## src/rtl/heartbeat_pwm.sv

```systemverilog
// heartbeat_pwm
//   Builds a double-pulse "heartbeat" brightness envelope and the PWM waveform
//   that carries it to the LED driver stage.
//
//   Envelope: IDLE -> RISE1 -> FALL1 -> GAP -> RISE2 -> FALL2 -> REST -> RISE1.
//   The envelope moves one step on each tick strobe while enable is high.
//   The PWM carrier runs at all times. The duty is latched only at a period
//   wrap, so a period never changes duty partway through.
//
// Ports
//   clk      in   system clock (12 MHz)
//   rst_n    in   asynchronous active-low reset
//   enable   in   run the envelope; low forces IDLE and clears the counters
//   tick     in   one-clk envelope step strobe
//   rest_len in   [3:0] rest ticks after the second beat, sampled on REST entry
//   pwm_out  out  registered PWM output
//   level    out  [7:0] current envelope brightness
//   phase    out  [2:0] FSM state code
//   beat     out  one-clk pulse following entry to RISE1 or RISE2
module heartbeat_pwm #(
  parameter int unsigned PRESCALE  = 47,
  parameter int unsigned STEP      = 64,
  parameter int unsigned PEAK2     = 160,
  parameter int unsigned GAP_TICKS = 2
) (
  input  logic       clk,
  input  logic       rst_n,
  input  logic       enable,
  input  logic       tick,
  input  logic [3:0] rest_len,
  output logic       pwm_out,
  output logic [7:0] level,
  output logic [2:0] phase,
  output logic       beat
);

  localparam int unsigned PW = (PRESCALE > 0) ? $clog2(PRESCALE + 1) : 1;
  localparam logic [PW-1:0] PRE_TC = PW'(PRESCALE);
  localparam logic [8:0]    STEP9  = 9'(STEP);
  localparam logic [7:0]    STEP8  = 8'(STEP);
  localparam logic [8:0]    PEAK9  = 9'(PEAK2);
  localparam logic [7:0]    PEAK8  = 8'(PEAK2);
  localparam logic [3:0]    GAP4   = 4'(GAP_TICKS);

  typedef enum logic [2:0] {
    S_IDLE  = 3'd0,
    S_RISE1 = 3'd1,
    S_FALL1 = 3'd2,
    S_GAP   = 3'd3,
    S_RISE2 = 3'd4,
    S_FALL2 = 3'd5,
    S_REST  = 3'd6
  } state_t;

  state_t        r_state, w_state_nxt;
  logic [7:0]    r_level, w_level_nxt;
  logic [3:0]    r_gap_cnt, w_gap_nxt;
  logic [3:0]    r_rest_cnt, w_rest_nxt;
  logic          r_beat, w_beat_nxt;

  logic [PW-1:0] r_pre;
  logic [7:0]    r_pwm_cnt;
  logic [7:0]    r_lvl_lat;
  logic          r_pwm;

  logic [8:0]    w_sum;
  logic [7:0]    w_up1;
  logic [7:0]    w_up2;
  logic [7:0]    w_dn;

  // Step arithmetic. The sum uses 9 bits so that saturation can see any overflow.
  assign w_sum = {1'b0, r_level} + STEP9;
  assign w_up1 = w_sum[8] ? 8'hFF : w_sum[7:0];
  assign w_up2 = (w_sum >= PEAK9) ? PEAK8 : w_sum[7:0];
  assign w_dn  = (r_level <= STEP8) ? '0 : r_level - STEP8;

  // Envelope FSM state register
  always_ff @(posedge clk or negedge rst_n) begin
    if (!rst_n) begin
      r_state    <= S_IDLE;
      r_level    <= '0;
      r_gap_cnt  <= '0;
      r_rest_cnt <= '0;
      r_beat     <= 1'b0;
    end else begin
      r_state    <= w_state_nxt;
      r_level    <= w_level_nxt;
      r_gap_cnt  <= w_gap_nxt;
      r_rest_cnt <= w_rest_nxt;
      r_beat     <= w_beat_nxt;
    end
  end

  // Envelope next-state logic. A low enable takes priority over a tick in the same cycle.
  always_comb begin
    w_state_nxt = r_state;
    w_level_nxt = r_level;
    w_gap_nxt   = r_gap_cnt;
    w_rest_nxt  = r_rest_cnt;
    w_beat_nxt  = 1'b0;
    if (!enable) begin
      w_state_nxt = S_IDLE;
      w_level_nxt = '0;
      w_gap_nxt   = '0;
      w_rest_nxt  = '0;
    end else begin
      case (r_state)
        S_IDLE: begin
          w_level_nxt = '0;
          if (tick) begin
            w_state_nxt = S_RISE1;
            w_beat_nxt  = 1'b1;
          end
        end
        S_RISE1: begin
          if (tick) begin
            w_level_nxt = w_up1;
            if (w_up1 == 8'hFF) w_state_nxt = S_FALL1;
          end
        end
        S_FALL1: begin
          if (tick) begin
            w_level_nxt = w_dn;
            if (w_dn == '0) begin
              w_state_nxt = S_GAP;
              w_gap_nxt   = '0;
            end
          end
        end
        S_GAP: begin
          if (tick) begin
            if (r_gap_cnt == GAP4) begin
              w_state_nxt = S_RISE2;
              w_gap_nxt   = '0;
              w_beat_nxt  = 1'b1;
            end else begin
              w_gap_nxt = r_gap_cnt + 4'd1;
            end
          end
        end
        S_RISE2: begin
          if (tick) begin
            w_level_nxt = w_up2;
            if (w_up2 == PEAK8) w_state_nxt = S_FALL2;
          end
        end
        S_FALL2: begin
          if (tick) begin
            w_level_nxt = w_dn;
            if (w_dn == '0) begin
              w_state_nxt = S_REST;
              w_rest_nxt  = rest_len;
            end
          end
        end
        S_REST: begin
          if (tick) begin
            if (r_rest_cnt == '0) begin
              w_state_nxt = S_RISE1;
              w_beat_nxt  = 1'b1;
            end else begin
              w_rest_nxt = r_rest_cnt - 4'd1;
            end
          end
        end
        default: begin
          // Code 7 is unreachable in normal operation; return to IDLE if it ever appears.
          w_state_nxt = S_IDLE;
          w_level_nxt = '0;
          w_gap_nxt   = '0;
          w_rest_nxt  = '0;
        end
      endcase
    end
  end

  // PWM carrier. The duty latch updates on the same edge that pwm_cnt wraps to 0.
  always_ff @(posedge clk or negedge rst_n) begin
    if (!rst_n) begin
      r_pre     <= '0;
      r_pwm_cnt <= '0;
      r_lvl_lat <= '0;
      r_pwm     <= 1'b0;
    end else begin
      if (r_pre == PRE_TC) begin
        r_pre     <= '0;
        r_pwm_cnt <= r_pwm_cnt + 8'd1;
        if (r_pwm_cnt == 8'hFF) r_lvl_lat <= r_level;
      end else begin
        r_pre <= r_pre + 1'b1;
      end
      r_pwm <= (r_pwm_cnt < r_lvl_lat);
    end
  end

  assign pwm_out = r_pwm;
  assign level   = r_level;
  assign phase   = r_state;
  assign beat    = r_beat;

endmodule

```

## config.mk

```make
export PLATFORM = sky130hd
export DESIGN_NAME = heartbeat_pwm
export DESIGN_NICKNAME = d
export VERILOG_FILES = /design/src/rtl/heartbeat_pwm.sv
export SDC_FILE = /design/constraint.sdc
export NUM_CORES = 1
export LEC_CHECK = 0
export ABC_AREA = 1
export CAP_MARGIN = 20
export CORE_ASPECT_RATIO = 0.75
export CORE_UTILIZATION = 25
export DETAILED_ROUTE_END_ITERATION = 8
export GPL_ROUTABILITY_DRIVEN = 1
export GPL_TIMING_DRIVEN = 0
export PLACE_DENSITY = 0.41
export SLEW_MARGIN = 15
export SYNTH_ARGS = -nofsm -noshare
export SYNTH_HDL_FRONTEND = slang
export SYNTH_SLANG_ARGS = --single-unit
```

## constraint.sdc

```tcl
create_clock -name clk -period 2.2 [get_ports clk]
set_input_delay 0.66 -clock clk [delete_from_list [all_inputs] [get_ports clk]]
set_output_delay 0.66 -clock clk [all_outputs]
set_load 0.01 [all_outputs]
```

; ---- Word level (Yosys, flattened, before mapping)
; Cells that the tools add are included.
[totals]
register_bits = 43
output_inout_bits = 13
input_bits = 8
[classes]
order_cmp = 3
n_eq_ne = 29
mux = 43
n_reduce_logical = 12
n_addsub = 6
[op_table]
columns = operator, count
row1 = $mux W8, 7
row2 = $mux W3, 14
row3 = $ne A3 B3 Y1 const B, 14
row4 = $mux W4, 10
row5 = $pmux W8 S4, 1
row6 = $eq A8 B8 Y1 const B, 3
row7 = $pmux W4 S3, 2
row8 = $pmux W3 S7, 1
row9 = $reduce_and A13 Y1, 1
row10 = $reduce_or A5 Y1, 2
row11 = $add A8 B7 Y9 const B, 1
row12 = $eq A3 B3 Y1 const B, 3
row13 = $ge A9 B8 Y1 const B, 1
row14 = $add A8 B1 Y8 const B, 1
row15 = $le A8 B7 Y1 const B, 1
row16 = $logic_not A8 Y1, 1
row17 = $lt A8 B8 Y1, 1
row18 = $reduce_and A4 Y1, 2
row19 = $sub A8 B7 Y8 const B, 1
row20 = $add A6 B1 Y6 const B, 1
row21 = $eq A3 B2 Y1 const B, 2
row22 = $eq A6 B6 Y1 const B, 1
row23 = $mux W1, 6
row24 = $mux W6, 1
row25 = other kinds (12), 15

; ---- Depth between registers and ports, before layout
[depth]
depth_word = 8
depth_mapped = 12
mapped_depth_nobuf = 12

; ---- Worst setup path after synthesis
; No wires, ideal clock.
[synth_timing]
path_kind = reg2reg
from = register r_level[6] (netlist: level[6])
to = register r_state[1] (netlist: phase[1])
required_time_ns = 2.077
setup_time_ns = 0.123
arrival_ns = 1.738
path_stages_with_launch = 13
n_path_buf = 0
path_slack_ns = 0.339
path_cell_list = dfrtp_1 inv_1 ha_1 nand2_1 nand2_1 nor2_2 o21ai_0 nand3_1 nand3_1 nand2_1 nor2_2 nand2_1 nand2_1
[synth_via]
elab_chain_cells = 6
elab_cells_between_ends = 15
[synth_lines]
columns = element, line
row1 = start: declaration, 56  ; logic [7:0] r_level, w_level_nxt;
row2 = start signal: assignment, 87  ; r_level <= w_level_nxt;
row3 = $add A8 B7 Y9, 72  ; assign w_sum = {1'b0, r_level} + STEP9;
row4 = $ge A9 B8 Y1, 74  ; assign w_up2 = (w_sum >= PEAK9) ? PEAK8 : w_sum[7:0];
row5 = $mux W8, 74
row6 = $eq A8 B8 Y1, 144  ; if (w_up2 == PEAK8) w_state_nxt = S_FALL2;
row7 = $ne A3 B3 Y1 (no line), -
row8 = $reduce_and A13 Y1 (no line) (*), -
row9 = end signal: assignment, 86  ; r_state <= w_state_nxt;
row10 = end: declaration, 55  ; state_t r_state, w_state_nxt;
; Mark *: on every way between the ends. The rest lies on a longest branch, timed or not.
; A chain may end at the register's enable or synchronous reset.

; ---- Worst setup path in the final report
[layout_timing]
from = register r_state[2] (netlist: phase[2])
to = output port phase[2]
[layout_rtl]
columns = element, line
row1 = end: declaration, 33  ; output logic [2:0] phase,
; No word-level cell between the ends.

==> results.sh <==
export IMPL_crit_slowest_cell="clkdlybuf4s50_1"
export IMPL_rsz0062_at_grt="no"
export IMPL_seq_area_frac_synth_pct=39.80
export IMPL_std_cell_rows=32
export IMPL_pin_count=21
export IMPL_grt_pass1_wl_mm=11.60
export IMPL_synthTopCellsByArea="dfrtp_1 (40%), nand2_1 (9.6%), ha_1 (7.4%)"
export IMPL_yosys_area_top_type="dfrtp_1"
export IMPL_setup_worst_path_start_class="register"
export IMPL_crit_cells=1
export IMPL_period_minus_slack_ps=2099
export IMPL_yosys_mux_area_fraction_pct=0
export IMPL_synth_edf_count=0
export IMPL_slew_violations=0
export IMPL_die_y_um=92.07
export IMPL_hold_viol=0
export IMPL_p_total_mw=2.622
export IMPL_path_max_fanout=9
export IMPL_fin_nets=399
export IMPL_cp_data_arrival_time_ps=1440
export IMPL_die_area_um2=11240
export IMPL_dpl_cell_area_um2=3089
export IMPL_period_share_pct=95.42
export IMPL_synth_seq_cells=43
export IMPL_post_route_util_pct=31.71
export IMPL_dr_pass1_iters=4
export IMPL_dp_hpwl_mm=5.086
export IMPL_tightest_slew_ps=537.9
export IMPL_tns_ps=0
export IMPL_die_w_um=122.1
export IMPL_cts_tree="yes"
export IMPL_cts_buffers=5
export IMPL_drc=0
export IMPL_overflow=0
export IMPL_ant_nets=0
export IMPL_cap_violations=0
export IMPL_dominantRegCellSynth="dfrtp_1"
export IMPL_rr_startpoint="level[6]"
export IMPL_fmax_mhz=476.4
export IMPL_finClkSkew_ps=3.587
export IMPL_post_drt_via_cell_ratio=4.523
export IMPL_power_static_leakage_nw=1.439
export IMPL_power_density_nw_per_um2=794.5
export IMPL_synthSimpleGateAreaFrac_pct=26.61
export IMPL_cts_max_level=2
export IMPL_r2r_end="phase[1]"
export IMPL_synth_top_area_share_pct=39.80
export IMPL_place_gp_congestion=0.8135
export IMPL_outcome="completed"
export IMPL_peakVddDrop_mv=0.2982
export IMPL_avgSynthCellArea_um2=7.837
export IMPL_final_cells=512
export IMPL_grt_pass1_vias=2281
export IMPL_initial_core_util_pct=25.97
export IMPL_synth_cells=345
export IMPL_dp_slack_ps=-370.8
export IMPL_fin_area_um2=3301
export IMPL_synth_fp_nets=369
export IMPL_hold_class="in -> async"
export IMPL_routed_wl_mm=6.652
export IMPL_clockRootBuffer="clkbuf_16"
export IMPL_drive_gt1_share_pct=10.90
export IMPL_slew_limit_headroom_pct=64.01
export IMPL_async_flop_share_pct=100.0
export IMPL_synthDistinctLibCells=40
export IMPL_max_stage_delay_ps=610
export IMPL_critPathKind="reg -> out"
export IMPL_synth_area_um2=2704
export IMPL_path_clk_slew_ps=70
export IMPL_synthXorXnorAreaFrac_pct=2.915
export IMPL_antenna_diode_count=0
export IMPL_crit_buf_inv=1
export IMPL_required_ps=1540
export IMPL_insertion_delay_ps=290
export IMPL_path_cells="clkdlybuf4s50_1"
export IMPL_setup_slack_ps=100.8
export IMPL_area_growth_pct=22.07
export IMPL_crit_family="buffers and inverters"
export IMPL_cts_sinks=43
export IMPL_endpoint_kind="output port"
export IMPL_r2r_slack_ps=250
export IMPL_timing_hold_ws_ps=285.2
export IMPL_drt_iter0_drc=146
export IMPL_synth_compound_area_share_pct=15.18
export IMPL_synthAdderAreaFrac_pct=7.404
export IMPL_synth_top_family_by_area="simple AND/OR/NAND/NOR gates"
export IMPL_ff2ff_path_depth=12
export IMPL_dpl_cell_count=502
export IMPL_drt_wirelength_per_cell_um=12.99
export IMPL_grt_max_degree=30
export IMPL_core_um2=10410
export IMPL_clockBufferDepth=2
export IMPL_portBuffers=20
export IMPL_antenna_found_initial=0
export IMPL_finalSetupViolations=0
export IMPL_ys_warn_count=0
export IMPL_via_count=2316
export IMPL_track_usage_pct=13.25
logic make-up after synthesis:
logic type                 Yosys count
and+or+nand+nor                    151
AOI/OAI and AO/OA                   73
buffers and inverters               53
DFF                                 43
adders and majority gates           16
xor gates and xnor gates             9
layer usage:
metal	GRT usage (%)	wire length (um)
met1	21.12	3719
met2	17.28	2538
met3	2.363	297
met4	4.268	97
met5	0	0
where the power goes:
part | leakage [nW] | total (mW) | switching [mW] | internal, mW
Sequential | 0.587 | 0.872 | 0.0439 | 0.828
Combinational | 0.761 | 0.778 | 0.506 | 0.272
Clock | 0.0911 | 0.973 | 0.321 | 0.652
what timing repair did:
item / 4_1_cts / 5_1_grt
setup buffers: 0 / 2
hold buffers: 0 / 0
endpoints found under the hold margin: 0 / 0
resized for setup: 1 / 2
endpoints found under the setup margin: 8 / 13
sequential cells by signal (all words and copies together), names as in the netlist:
| name | cells |
|---|---|
| r_pre | 6 |
| r_pwm_cnt | 8 |
| pwm_out | 1 |
| r_rest_cnt | 4 |
| level | 8 |
| beat | 1 |
| r_gap_cnt | 4 |
| phase | 3 |
| r_lvl_lat | 8 |
synthesized netlist by cell type, types with 2 or more instances:
library cell   n
dfrtp_1       43
nand3_1       23
o311ai_0       2
nand2_2        3
nand2_1       69
nor2_4         3
nand3_2        4
o211ai_1       4
inv_1         42
nand4_1        4
o21ai_1        4
o22ai_1        4
buf_6          2
inv_2          5
a21oi_1       14
nor2_2         2
o21ai_0       37
nor2_1        26
nor3_1         8
ha_1          16
xor2_1         8
nor3_2         3
nand3b_1       2
worst max path at each step:
stage                          end     start  slack, ps
after floorplan           phase[1]  level[6]        340
after CTS                 phase[1]  level[6]         50
after detailed placement  level[6]    enable       -370
after global routing      phase[0]  level[6]         20
final                     phase[2]  phase[2]        100
after global placement    phase[2]     rst_n       -880
final cells by class:
type / count / area, um^2
Multi-Input combinational cell: 249 / 1414
Clock buffer: 6 / 128.9
Fill cell: 1123 / 7109
Sequential cell: 43 / 1077
Timing Repair Buffer: 23 / 230.2
Clock inverter: 2 / 60.06
Inverter: 47 / 176.4
Buffer: 6 / 43.79
Tap cell: 136 / 170.2
placed cells by master (no fill, tap or decap), types with 2 or more instances in the layout:
cell type	netlist	layout
nor3_2	3	3
o311ai_0	2	2
clkbuf_1	1	2
nor2_1	26	26
xor2_1	8	8
nand2_1	69	69
o21ai_0	37	37
o22ai_1	4	4
ha_1	16	16
inv_2	5	5
inv_1	42	42
nor3_1	8	8
clkdlybuf4s50_1	0	19
bufinv_16	0	2
clkbuf_16	0	5
dfrtp_1	43	42
nand3b_1	2	2
o211ai_1	4	4
buf_6	2	2
nand3_2	4	4
nand4_1	4	4
o21ai_1	4	4
a21oi_1	14	14
nand2_2	3	3
buf_2	1	3
buf_4	1	3
nor2_4	3	4
nand3_1	23	23
No activity file was read; power rests on OpenSTA's default activity.
==> patch 1 (same flow settings) <==
Reset style: synchronous (`rst_n`), changed in 2 clocked blocks. Comments in the files are not updated.
--- a/src/rtl/heartbeat_pwm.sv
+++ b/src/rtl/heartbeat_pwm.sv
@@ -77,3 +77,3 @@
   // Envelope FSM state register
-  always_ff @(posedge clk or negedge rst_n) begin
+  always_ff @(posedge clk) begin
     if (!rst_n) begin
@@ -177,3 +177,3 @@
   // PWM carrier. The duty latch updates on the same edge that pwm_cnt wraps to 0.
-  always_ff @(posedge clk or negedge rst_n) begin
+  always_ff @(posedge clk) begin
     if (!rst_n) begin
Function: differs if rst_n is asserted again (counterexample within 4 cycles, from zero or initial values and one cycle with rst_n low); with rst_n held inactive, the same outputs for 10 cycles.
==> patch 1 against the unedited design <==
Fmax rose by 2.0%; synthesized area shrank 1.9%; highest routed layer unchanged; wire length is 0.80% lower; sequential cell count is the same; final area decreased by 4.2%; setup slack gained 0.042 ns; global-route usage is 0.35 points lower.
Power is not compared: it rests on default switching activity, and its combinational part moved more than twofold at a synthesized area within 25%.
==> patch 1: results (changes against the unedited design) <==
grt:
  grt_util_met1_pct: 18.29  # -2.8 points
  gr-usage-met2_pct: 19.19  # +1.9 points
  grt_usage_pct: 12.90  # -0.35 points
  use_met3_pct: 3.141  # +0.78 points
  grt_start_max_net_pins: 14  # -53%
final_layout:
  final-instance-count-excl-fill: 548  # +7.0%
  nNetsFinal: 439  # +10%
  nFillCells: 1117  # -0.53%
  drive_gt1_share_pct: 9.951  # -0.95 points
sta:
  clock_skew_ns: 0.003941  # +0.0003541 ns
  tightest_slew_ns: 0.6381  # +0.1002 ns
min_path:
  hold_path_class: "flip-flop to flip-flop"
cts:
  cts_resized: 0  # -1
  clk_path_buf_depth: 2  # unchanged
synthesis:
  synth_cell_types: 37  # -7.5%
  synth_commonest_cells: "75 x nand2_1, 52 x inv_1, 43 x dfxtp_1"
  yosys-top-cells-area: "dfxtp_1 32%, nand2_1 11%, ha_1 9.0%, a21oi_1 7.7%, inv_1 7.4%"
  ys.flop_type: "dfxtp_1"
  seq_area_frac_synth_pct: 32.44  # -7.4 points
  synthArstFlopShare_pct: 0  # -100 points
  syn_inst: 385  # +12%
  synthesis.nets: 412  # +12%
route:
  wl_met3_um: 265  # -11%
  wirelength_mm: 6.599  # -0.80%
  viasPerCell: 4.467  # -1.2%
  drt_iter0_drc: 116  # -21%
  wl_met1_mm: 3.404  # -8.5%
worst_setup_path:
  cp.arrival_ns: 1.40  # -0.04 ns
  cp_max_fo: 8  # -1
outcome:
  outcome: "completed"
placement:
  dp.cells: 541  # +7.8%
  place.gp.congestion: 0.7990  # -1.8%
  pre_cts_ws_ns: -0.1755  # +0.1954 ns
-- patch 1: changes by cell type after synthesis, sizes merged, moves of 4 or more --
cell | before | now
dfrtp | 43 | 0
dfxtp | 0 | 43
a21oi | 14 | 41
o21ai | 42 | 27
nand2 | 73 | 85
nor2 | 31 | 42
nand3 | 27 | 37
inv | 47 | 54
xor2 | 8 | 1
nor3 | 11 | 5
o211ai | 4 | 0
o22ai | 4 | 0
-- patch 1: layout make-up --
class                      count  area (µm²)  area share [%]
multi-input combinational    283        1556           49.21
sequential                    43       860.8           27.22
inverter                      54       207.7           6.566
timing repair buffer          20       200.2           6.329
tap                          136       170.2           5.380
clock buffer                   5       125.1           3.956
buffer                         5       28.78          0.9098
clock inverter                 2       13.76          0.4351
-- patch 1: final timing paths --
kind | startpoint | to | slack (ns) | depth (start not counted)
max | level[6] | level[6] | 0.14 | 1
min reg2reg | r_pre[0] | r_pre[0] | 0.45 | 1
min | r_pre[0] | r_pre[0] | 0.45 | 1
max reg2reg | level[6] | phase[0] | 0.16 | 10
-- patch 1: kinds of logic (layout without fill, tap and decap cells) --
| kind of cell | after synthesis | in the layout | synth area share [%] |
|---|---|---|---|
| AND/OR/NAND/NOR | 186 | 186 | 33.52 |
| AO/OA/AOI/OAI | 76 | 76 | 15.51 |
| buffers and inverters | 59 | 86 | 8.911 |
| flip-flops | 43 | 43 | 32.44 |
| adder cells (fa/ha/maj) | 19 | 19 | 8.958 |
| XOR/XNOR | 2 | 2 | 0.6602 |
-- patch 1: worst register-to-register path, stage by stage, from the launching register on --
cell	delay [ns]
dfxtp_1	0.51
inv_1	0.14
ha_1	0.31
a21oi_1	0.25
nand2_1	0.14
a21oi_1	0.26
nor2_4	0.07
nand2_2	0.08
nand2_1	0.05
nand2_1	0.07
nor2_2	0.03
==> patch 2 (same flow settings) <==
Without the edit above. Change the parameter `PRESCALE` from 47 to 94.
--- a/src/rtl/heartbeat_pwm.sv
+++ b/src/rtl/heartbeat_pwm.sv
@@ -20,3 +20,3 @@
 module heartbeat_pwm #(
-  parameter int unsigned PRESCALE  = 47,
+  parameter int unsigned PRESCALE  = 94,
   parameter int unsigned STEP      = 64,
Formal check against the unedited RTL: no difference found for any inputs over 10 cycles, from zero or initial values and one cycle with rst_n low; that may be too few to reach the edited logic, so the function may still have changed.
==> patch 2 against the unedited design <==
Final area up 1.3%; wire length grew 2.7%; cell count is 1.2% higher; synthesized area up 3.0%; highest routed layer unchanged; critical path depth unchanged; power decreased by 6.5%; setup slack gained 0.010 ns; via count increased by 3.0%; sequential cell count is 1 higher.
==> patch 2: results (changes against the unedited design) <==
outcome:
  outcome: "completed"
placement:
  dp_hpwl_mm: 5.215  # +2.5%
  place.gp.congestion: 0.8292  # +1.9%
  dp.cells: 510  # +1.6%
  placed_cell_area_um2: 3171  # +2.6%
  pre_cts_ws_ns: -0.2596  # +0.1112 ns
worst_setup_path:
  crit_family: "buffers and inverters"
  ff2ff_setup_slack_ns: 0.16  # -0.09 ns
  slowest_delay_ns: 0.61  # about the same
  cp.arrival_ns: 1.43
  cp_max_fo: 8  # -1
  worst_path_max_delay_cell: "clkdlybuf4s50_1"
synthesis:
  synth_commonest_cells: "68 x nand2_1, 44 x dfrtp_1, 38 x nor2_1"
  synth_cell_types: 33  # -18%
  yosys-top-cells-area: "dfrtp_1 40%, nand2_1 9.2%, ha_1 8.1%, nor2_1 5.1%, inv_1 5.0%"
  ys_warn_count: 0  # unchanged
  seq_area_frac_synth_pct: 39.53  # -0.26 points
  synthesis.nets: 379  # +2.7%
  avgSynthCellArea_um2: 7.890  # +0.67%
cts:
  post_cts_buffers: 0  # unchanged
  htreeDepth: 2  # unchanged
min_path:
  hold_path_class: "primary input to async pin"
sta:
  hold_viol_final: 0  # unchanged
  slew_headroom_pct: 71.80  # +7.8 points
  hold_ws_ns: 0.3042  # +0.01909 ns
  fin_ws_ns: 0.1112  # +0.01041 ns
  clock_skew_ns: 0.002598  # -0.0009897 ns
final_layout:
  drive_gt1_share_pct: 10.99  # +0.091 points
  nNetsFinal: 407  # +2.0%
grt:
  grt_pass1_wl_mm: 11.83  # +2.0%
  grt_pass1_vias: 2322  # +1.8%
  grt_usage_pct: 13.31  # +0.062 points
  antenna_found_initial: 0  # unchanged
route:
  drt_iter0_drc: 118  # -19%
  wirelength_mm: 6.829  # +2.7%
  viasPerCell: 4.606  # +1.8%
  routedWlPerCell_um: 13.18  # +1.5%
power_and_ir_drop:
  p_seq_share_pct: 37.0  # +3.8 points
  power-top-group: "registers"
  p_leak_nw: 1.495  # +3.9%
  p_sw_share_pct: 33.29  # +0.085 points
  ir_worst_vdd_mv: 0.2391  # -20%
  power_mw: 2.451  # -6.5%
  p_comb_share_pct: 28.8  # -0.9 points
## patch 2: changes by cell type after synthesis, sizes merged, moves of 3 or more
cell / before / now
xnor2: 1 / 4
buf: 5 / 2
o22ai: 4 / 1
nor2: 31 / 43
a21oi: 14 / 18
inv: 47 / 44
xor2: 8 / 5
nand4: 4 / 7
nor3: 11 / 15
## patch 2: repair_timing
item | in CTS | in global routing
hold endpoints to repair | 0 | 0
resized for setup | 0 | 5
endpoints found under the setup margin | 0 | 7
## patch 2: kinds of logic (layout without fill, tap and decap cells)
family | count (synthesis) | count (layout) | share of synthesized area [%]
compound gates | 67 | 67 | 14.11
xor+xnor | 9 | 9 | 2.830
simple gates | 167 | 167 | 28.30
buf+inv | 48 | 77 | 7.143
flops | 44 | 44 | 39.53
fa+ha+maj | 18 | 18 | 8.086
## patch 2: layer usage
layer	track usage [%]	up-vias	routed length, µm
met5	0	-	0
li1	-	1233	-
met4	4.518	0	85
met2	17.92	27	2779
met3	2.317	5	170
met1	20.68	1121	3794
## patch 2: path summary, 6_finish.rpt
| path | end | depth (start not counted) | startpoint |
|---|---|---|---|
| min | r_pre[6] | 1 | rst_n |
| max reg2reg | phase[0] | 10 | level[6] |
| min in group clk | r_lvl_lat[0] | 2 | r_lvl_lat[0] |
| min reg2reg | r_lvl_lat[0] | 2 | r_lvl_lat[0] |
| max in group asynchronous | level[6] | 2 | rst_n |
| max | phase[1] | 1 | phase[1] |
## patch 2: area by class of cell
| class | instances | area, µm² |
|---|---|---|
| multi-input combinational | 261 | 1490 |
| clock inverter | 2 | 35.03 |
| fill | 1154 | 7227 |
| tap | 136 | 170.2 |
| clock buffer | 6 | 128.9 |
| timing repair buffer | 21 | 217.7 |
| buffer | 3 | 13.76 |
| inverter | 45 | 185.2 |
| sequential | 44 | 1102 |
